`config.mk`:
```
export PLATFORM = sky130hd
export DESIGN_NAME = dma
export DESIGN_NICKNAME = d
export VERILOG_FILES = /design/src/rtl/dma.sv
export SDC_FILE = /design/constraint.sdc
export NUM_CORES = 1
export LEC_CHECK = 0
export BUFFER_PORTS_ARGS = -buffer_cell sky130_fd_sc_hd__buf_2
export CORE_ASPECT_RATIO = 1.2
export CORE_UTILIZATION = 55
export CTS_CLUSTER_SIZE = 12
export DETAILED_ROUTE_END_ITERATION = 8
export PLACE_DENSITY = 0.79
export SYNTH_ARGS = -nofsm -noshare
export SYNTH_HDL_FRONTEND = slang
export SYNTH_SLANG_ARGS = --single-unit
```
`constraint.sdc`:
```
create_clock -name clock -period 4 [get_ports clock]
set_input_delay 0.8 -clock clock [delete_from_list [all_inputs] [get_ports clock]]
set_output_delay 0.8 -clock clock [all_outputs]
set_load 0.01 [all_outputs]
```
`src/rtl/dma.sv`:
```
// Single-channel word DMA: register responder port plus bus initiator port.
// Optional transfer-complete interrupt enabled by defining DMA_IRQ_EN.
package configure;
  typedef struct packed {
    logic        mem_valid;
    logic        mem_instr;
    logic [31:0] mem_addr;
    logic [31:0] mem_wdata;
    logic [3:0]  mem_wstrb;
  } mem_in_type;

  typedef struct packed {
    logic        mem_ready;
    logic        mem_error;
    logic [31:0] mem_rdata;
  } mem_out_type;

  localparam mem_in_type  init_mem_in  = '0;
  localparam mem_out_type init_mem_out = '0;
endpackage

module dma
  import configure::*;
(
  input  logic        reset,
  input  logic        clock,
  input  mem_in_type  cfg_in,
  output mem_out_type cfg_out,
  output mem_in_type  mst_in,
  input  mem_out_type mst_out,
  output logic        dma_irpt
);

  typedef enum logic [2:0] {IDLE, RD_REQ, RD_WAIT, WR_REQ, WR_WAIT} state_t;

  state_t      state;
  logic [31:0] src, dst, cur_src, cur_dst;
  logic [15:0] len, remaining;
  logic        done, err, ie, busy;
  logic        cfg_wr, ctrl_wr;
  logic [1:0]  sel;
  logic [31:0] rd_mux;
  logic        unused_cfg;

  assign busy       = (state != IDLE);
  assign unused_cfg = ^{cfg_in.mem_instr, cfg_in.mem_addr[31:4], cfg_in.mem_addr[1:0]};

  always_comb begin
    sel     = cfg_in.mem_addr[3:2];
    cfg_wr  = cfg_in.mem_valid && (cfg_in.mem_wstrb != 4'h0);
    ctrl_wr = cfg_wr && (sel == 2'd3);
    rd_mux  = '0;
    case (sel)
      2'd0: rd_mux = src;
      2'd1: rd_mux = dst;
      2'd2: rd_mux = {16'h0000, len};
      2'd3: rd_mux = {28'h0, ie, err, done, busy};
      default: rd_mux = '0;
    endcase
  end

  // The registered write request doubles as the data buffer between read and write.
  always_ff @(posedge clock) begin
    if (!reset) begin
      state     <= IDLE;
      src       <= '0;
      dst       <= '0;
      len       <= '0;
      cur_src   <= '0;
      cur_dst   <= '0;
      remaining <= '0;
      done      <= 1'b0;
      err       <= 1'b0;
      cfg_out   <= init_mem_out;
      mst_in    <= init_mem_in;
    end else begin
      cfg_out <= init_mem_out;
      mst_in  <= init_mem_in;
      if (cfg_in.mem_valid) begin
        cfg_out.mem_ready <= 1'b1;
        cfg_out.mem_rdata <= rd_mux;
      end
      if (cfg_wr && !busy) begin
        case (sel)
          2'd0: src <= {cfg_in.mem_wdata[31:2], 2'b00};
          2'd1: dst <= {cfg_in.mem_wdata[31:2], 2'b00};
          2'd2: len <= cfg_in.mem_wdata[15:0];
          default: ;
        endcase
      end
      if (ctrl_wr && cfg_in.mem_wdata[1]) begin
        done <= 1'b0;
        err  <= 1'b0;
      end
      case (state)
        IDLE: begin
          if (ctrl_wr && cfg_in.mem_wdata[0]) begin
            if (len == 16'h0000) begin
              done <= 1'b1;
            end else begin
              cur_src          <= src;
              cur_dst          <= dst;
              remaining        <= len;
              done             <= 1'b0;
              err              <= 1'b0;
              state            <= RD_REQ;
              mst_in.mem_valid <= 1'b1;
              mst_in.mem_addr  <= src;
            end
          end
        end
        RD_REQ: state <= RD_WAIT;
        RD_WAIT: begin
          if (mst_out.mem_ready) begin
            if (mst_out.mem_error) begin
              err   <= 1'b1;
              done  <= 1'b1;
              state <= IDLE;
            end else begin
              state            <= WR_REQ;
              mst_in.mem_valid <= 1'b1;
              mst_in.mem_addr  <= cur_dst;
              mst_in.mem_wdata <= mst_out.mem_rdata;
              mst_in.mem_wstrb <= 4'hF;
            end
          end
        end
        WR_REQ: state <= WR_WAIT;
        WR_WAIT: begin
          if (mst_out.mem_ready) begin
            if (mst_out.mem_error) begin
              err   <= 1'b1;
              done  <= 1'b1;
              state <= IDLE;
            end else begin
              cur_src   <= cur_src + 32'd4;
              cur_dst   <= cur_dst + 32'd4;
              remaining <= remaining - 16'd1;
              if (remaining == 16'd1) begin
                done  <= 1'b1;
                state <= IDLE;
              end else begin
                state            <= RD_REQ;
                mst_in.mem_valid <= 1'b1;
                mst_in.mem_addr  <= cur_src + 32'd4;
              end
            end
          end
        end
        default: state <= IDLE;
      endcase
    end
  end

`ifdef DMA_IRQ_EN
  always_ff @(posedge clock) begin
    if (!reset) begin
      ie       <= 1'b0;
      dma_irpt <= 1'b0;
    end else begin
      if (ctrl_wr) ie <= cfg_in.mem_wdata[3];
      dma_irpt <= done & ie;
    end
  end
`else
  assign ie       = 1'b0;
  assign dma_irpt = 1'b0;
`endif

endmodule
```
; Yosys cells after proc, flatten, opt, wreduce, memory -nomap -nowiden
; Cells that the tools add are included.
[op_classes]
mul = 0
n_reduce_logical = 21
mux = 56
div = 0
n_addsub = 3
n_lt_le_gt_ge = 0
n_eq_ne = 13
n_bitwise = 3
shifts = 0
[ops]
columns = op, n
row1 = $mux 32, 13
row2 = $mux 68, 2
row3 = $pmux 32 s2, 2
row4 = $pmux 32 s4, 1
row5 = $pmux 32 s3, 1
row6 = $add 32x3->32 const B, 2
row7 = $mux 16, 4
row8 = $pmux 16 s2, 1
row9 = $mux 1, 23
row10 = $eq 16x1->1 const B, 1
row11 = $logic_not 16->1, 1
row12 = $sub 16x1->16 const B, 1
row13 = $pmux 3 s5, 1
row14 = $mux 3, 4
row15 = $ne 2x2->1 const B, 5
row16 = $reduce_and 2->1, 4
row17 = $eq 3x2->1 const B, 2
row18 = $pmux 1 s3, 2
row19 = $logic_and 1x1->1, 5
row20 = $reduce_and 5->1, 1
row21 = $eq 2x2->1 const B, 2
row22 = $reduce_and 4->1, 1
row23 = $reduce_bool 4->1, 1
row24 = $reduce_or 4->1, 1
row25 = 13 further kinds, 15
[word_totals]
latchBits = 0
rom_bits = 0
input_bits = 106
mem_bits_rw = 0
register_bits = 265
elab_cells = 113
memories = 0
output_inout_bits = 105

; Depth between registers and ports, before layout
[depth]
word_depth = 9
mapped_depth = 10
mapped_depth_nobuf = 6

; Worst setup path before layout
; Ideal clock, no wire load.
[synth_timing]
path_type = input to register
from = in cfg_in[1] (netlist name)
to = reg cur_dst[16]
path_buffers = 2
cell_stages = 7
t_arrival_ns = 2.463
path_slack_ns = 1.418
setup_ns = 0.119
required_time_ns = 3.881
cell_sequence = o41a_1 and4_1 a21boi_1 buf_6 clkbuf_1 nor2_1 o221a_2
[synth_between]
elab_chain_len = 6
[synth_rtl]
columns = item, line_no
row1 = start: declaration, 27  ; input mem_in_type cfg_in,
row2 = $reduce_bool 4->1, 50  ; cfg_wr = cfg_in.mem_valid && (cfg_in.mem_wstrb != 4'h0);
row3 = $logic_and 1x1->1, 50
row4 = $logic_and 1x1->1, 51  ; ctrl_wr = cfg_wr && (sel == 2'd3);
row5 = $logic_and 1x1->1, 97  ; if (ctrl_wr && cfg_in.mem_wdata[0]) begin
row6 = $ne 2x2->1 (no source line), n/a
row7 = $reduce_and 5->1 (no source line), n/a
row8 = end signal: assignment, 102  ; cur_dst <= dst;
row9 = end signal: assignment, 137  ; cur_dst <= cur_dst + 32'd4;
row10 = end: declaration, 37  ; logic [31:0] src, dst, cur_src, cur_dst;
; No other way between the ends.
; A chain may end at the register's enable or synchronous reset.

; Worst setup path in the final report
[layout_timing]
from = reg state[1]
to = reg remaining[10]
[layout_between]
elab_chain_len = 3
elab_cells_between_ends = 9
classes_between = 5 x eq/ne / 1 x mux / 3 x reduce/logical
[layout_rtl]
columns = item, line_no
row1 = start: declaration, 36  ; state_t state;
row2 = start signal: assignment, 65  ; state <= IDLE;
row3 = start signal: assignment, 106  ; state <= RD_REQ;
row4 = start signal: assignment, 112  ; RD_REQ: state <= RD_WAIT;
row5 = $eq 3x3->1 or $logic_not 3->1 (tied branches), 95  ; case (state)
row6 = $ne 2x2->1 (no source line) or $reduce_bool 2->1 (tied branches), n/a
row7 = $reduce_and 5->1 (no source line), n/a
row8 = end signal: assignment, 103  ; remaining <= len;
row9 = end signal: assignment, 138  ; remaining <= remaining - 16'd1;
row10 = end: declaration, 38  ; logic [15:0] len, remaining;
; Several ways; a longest one is shown, not always the timed one.

==> reports/qor.txt <==
IO Port Bufs -> 176
Clock latency on the worst-skew pair -> 0.53 ns
Final ANT Viol Nets -> 0
Synthesis Warnings -> 0
FF+latch count, synth -> 255
Sw frac -> 0.234
P_int -> 3.95 mW
Clock-pin slew on the worst setup and hold paths -> 0.06 ns
WL per Instance -> 18.8 um
Max FO, Critical Path -> 32
Tot Pwr -> 5.15 mW
Commonest non-fill, non-tap cell in the layout -> dfxtp_1
Worst Setup Start Kind -> register
Cell family with most CP delay -> simple AND/OR/NAND/NOR gates
Crit path cell chain -> nor3_1, nand4_1, o21ai_4, buf_4, o21ai_0, a32o_1
Inserted Clock Buffers -> 26
Final nets -> 1,674
Fin crit share -> 0.695
Die X -> 135 um
Dpl hpwl -> 23,500 um
Final TNS setup -> 0 ns
Pre-CTS WS -> 0.897 ns
DP Area -> 12,600 sq um
Final WL -> 34,600 um
Max_slew headroom -> 0.130
Drt drc -> 0
WP data required -> 4.41 ns
Post-CTS Resized -> 0
Ant. Diodes -> 0
Pleak -> 5.19 nW
CTS tree -> done
Synth Flop Type -> dfxtp_1
Synthesis-to-layout area growth -> 14.5%
CP bufs+invs -> 1
Peak supply drop -> 394 uV
Clock skew -> 0.0126 ns
Cell Area, Synth -> 11,600 sq um
EDFF count, synth -> 0
Post-CTS Hold Buffers -> 0
Vias in the first global route -> 10,600
Slack of the critical path -> 1.22 ns
RePlAce Congestion -> 0.926
Max clock buf depth -> 3
Seq pwr share -> 0.509
Die ar. -> 21,800 sq um
FMAX -> 359 MHz
Fin. Hold Viols -> 0
Starting Density -> 0.569
GRT overflow -> 0
Worst Tran Pin Value -> 1.29 ns
Global-route wire length before repair -> 54,300 um
CP arrival -> 3.20 ns
Sw Pwr -> 1.20 mW
Post-synth top area share -> 0.438
Final setup violation count -> 0
Logic pwr share -> 0.062
Standard-cell rows -> 57
DR vias/cell -> 6.24
Max-cap violations -> 0
Syn Area/Cell -> 7.99 sq um
Area contributors post-synth -> dfxtp_1, nand2_1, a21oi_1
Cells after Synth -> 1,457
H-tree level count -> 1
GRT Total Usage -> 0.313
Design area -> 13,300 sq um
Netlist cell types -> 70
Critical-path top delay cell -> nor3_1
Fraction of registers with async set/reset -> 0
Power Dens Cells -> 386 nW/um^2
Status -> finished clean
Tmin final -> 2.78 ns
Core area -> 20,500 sq um
Largest net degree at the start of global routing -> 108
Die H -> 161 um
Initial antenna violation count -> 0
Share of layout cells above drive strength 1 -> 0.167
Sequential fraction of the synthesis area -> 0.438
Top cell type by total area after synthesis -> dfxtp_1
Reg2Reg Setup Slack -> 1.22 ns
Hold Path Class -> register to register
Fin. max-slew vios -> 0
Critical Path Max Stage Delay -> 0.62 ns
Crit Path Class -> register to register
Num ports -> 211
DR vias -> 11,500
Setup repair bufs after CTS -> 0
Most frequent cells in the layout -> dfxtp_1, nand2_1, buf_2
Non-Filler Instances -> 1,838
Sink Count -> 255
Critical path capture point type -> register
RSZ-0062 raised after global routing -> false
Clock power share -> 0.429
Placed cells -> 1,801
Filler instances -> 1,793
Initial drt markers -> 1,174
DR pass1 iterations -> 6
CTS root buf -> clkbuf_16
-- power by group through the flow --
stage / Clock [mW] / Combinational [mW] / Sequential, mW
after floorplan: 0 / 0.198 / 2.66
after global placement: 0 / 0.308 / 2.68
after detailed placement: 0 / 0.312 / 2.68
after CTS: 2.24 / 0.314 / 2.62
after global routing: 2.33 / 0.346 / 2.63
final: 2.21 / 0.319 / 2.62
-- per-stage QoR --
step | utilization | hold WS (ns)
floorplan | - | 0.444
global placement | 0.615 | 0.455
detailed placement | 0.615 | 0.465
CTS | 0.652 | 0.474
global route | 0.652 | 0.496
finish | 0.652 | 0.472
-- flip-flops by register name, summed over array words and instances, names as in the netlist --
register	cells
src	30
remaining	16
state	3
cfg_out	33
mst_in	65
len	16
cur_src	30
dst	30
err	1
done	1
cur_dst	30
-- per-layer routing --
layer | vias to the layer above | routed length (um) | GRT usage | share of wire
li1 | 5405 | - | - | -
met1 | 5356 | 13300 | 0.380 | 0.38
met2 | 588 | 16200 | 0.515 | 0.47
met3 | 128 | 2680 | 0.0364 | 0.078
met4 | 0 | 2450 | 0.220 | 0.071
met5 | - | 0 | 0 | 0
-- cell families (layout without fill, tap and decap cells) --
kind of cell,after synthesis,in the layout,synth area share
simple gates,600,600,0.242
flops,255,255,0.438
xor+xnor,21,21,0.0158
fa+ha+maj,4,4,0.00430
buf+inv,139,252,0.0496
other cells,1,4,0.000322
compound gates,389,389,0.207
mux,48,48,0.0424
-- final timing paths --
| kind | start | endpoint | depth (start not counted) |
|---|---|---|---|
| min reg2reg | dst[15] | dst[15] | 2 |
| max | state[1] | remaining[10] | 6 |
| min | dst[15] | dst[15] | 2 |
| max reg2reg | state[1] | remaining[10] | 6 |
-- cells in the mapped netlist (all sizes together), types with 25 or more instances --
| cell type | instances |
|---|---|
| a21oi | 169 |
| nand3 | 42 |
| buf | 25 |
| nor3 | 31 |
| clkbuf | 103 |
| nand4 | 30 |
| nor2 | 126 |
| nand2 | 237 |
| and3 | 45 |
| dfxtp | 255 |
| o21ai | 66 |
| mux2i | 46 |
-- cell type report --
class / count / area [sq um] / share of cell area
timing repair buffer: 204 / 1090 / 0.0818
clock buffer: 33 / 728 / 0.0546
inverter: 11 / 42.5 / 0.00319
clock inverter: 4 / 20.0 / 0.00150
tap: 265 / 332 / 0.0249
multi-input combinational: 1066 / 6020 / 0.451
sequential: 255 / 5100 / 0.383
-- worst reg2reg max path: stages (launching register included) --
cell and delay (ns):
dfxtp_1 0.45, nor3_1 0.62, nand4_1 0.31, o21ai_4 0.39, buf_4 0.41, o21ai_0 0.19
a32o_1 0.31
(Power assumes the default switching activity.)
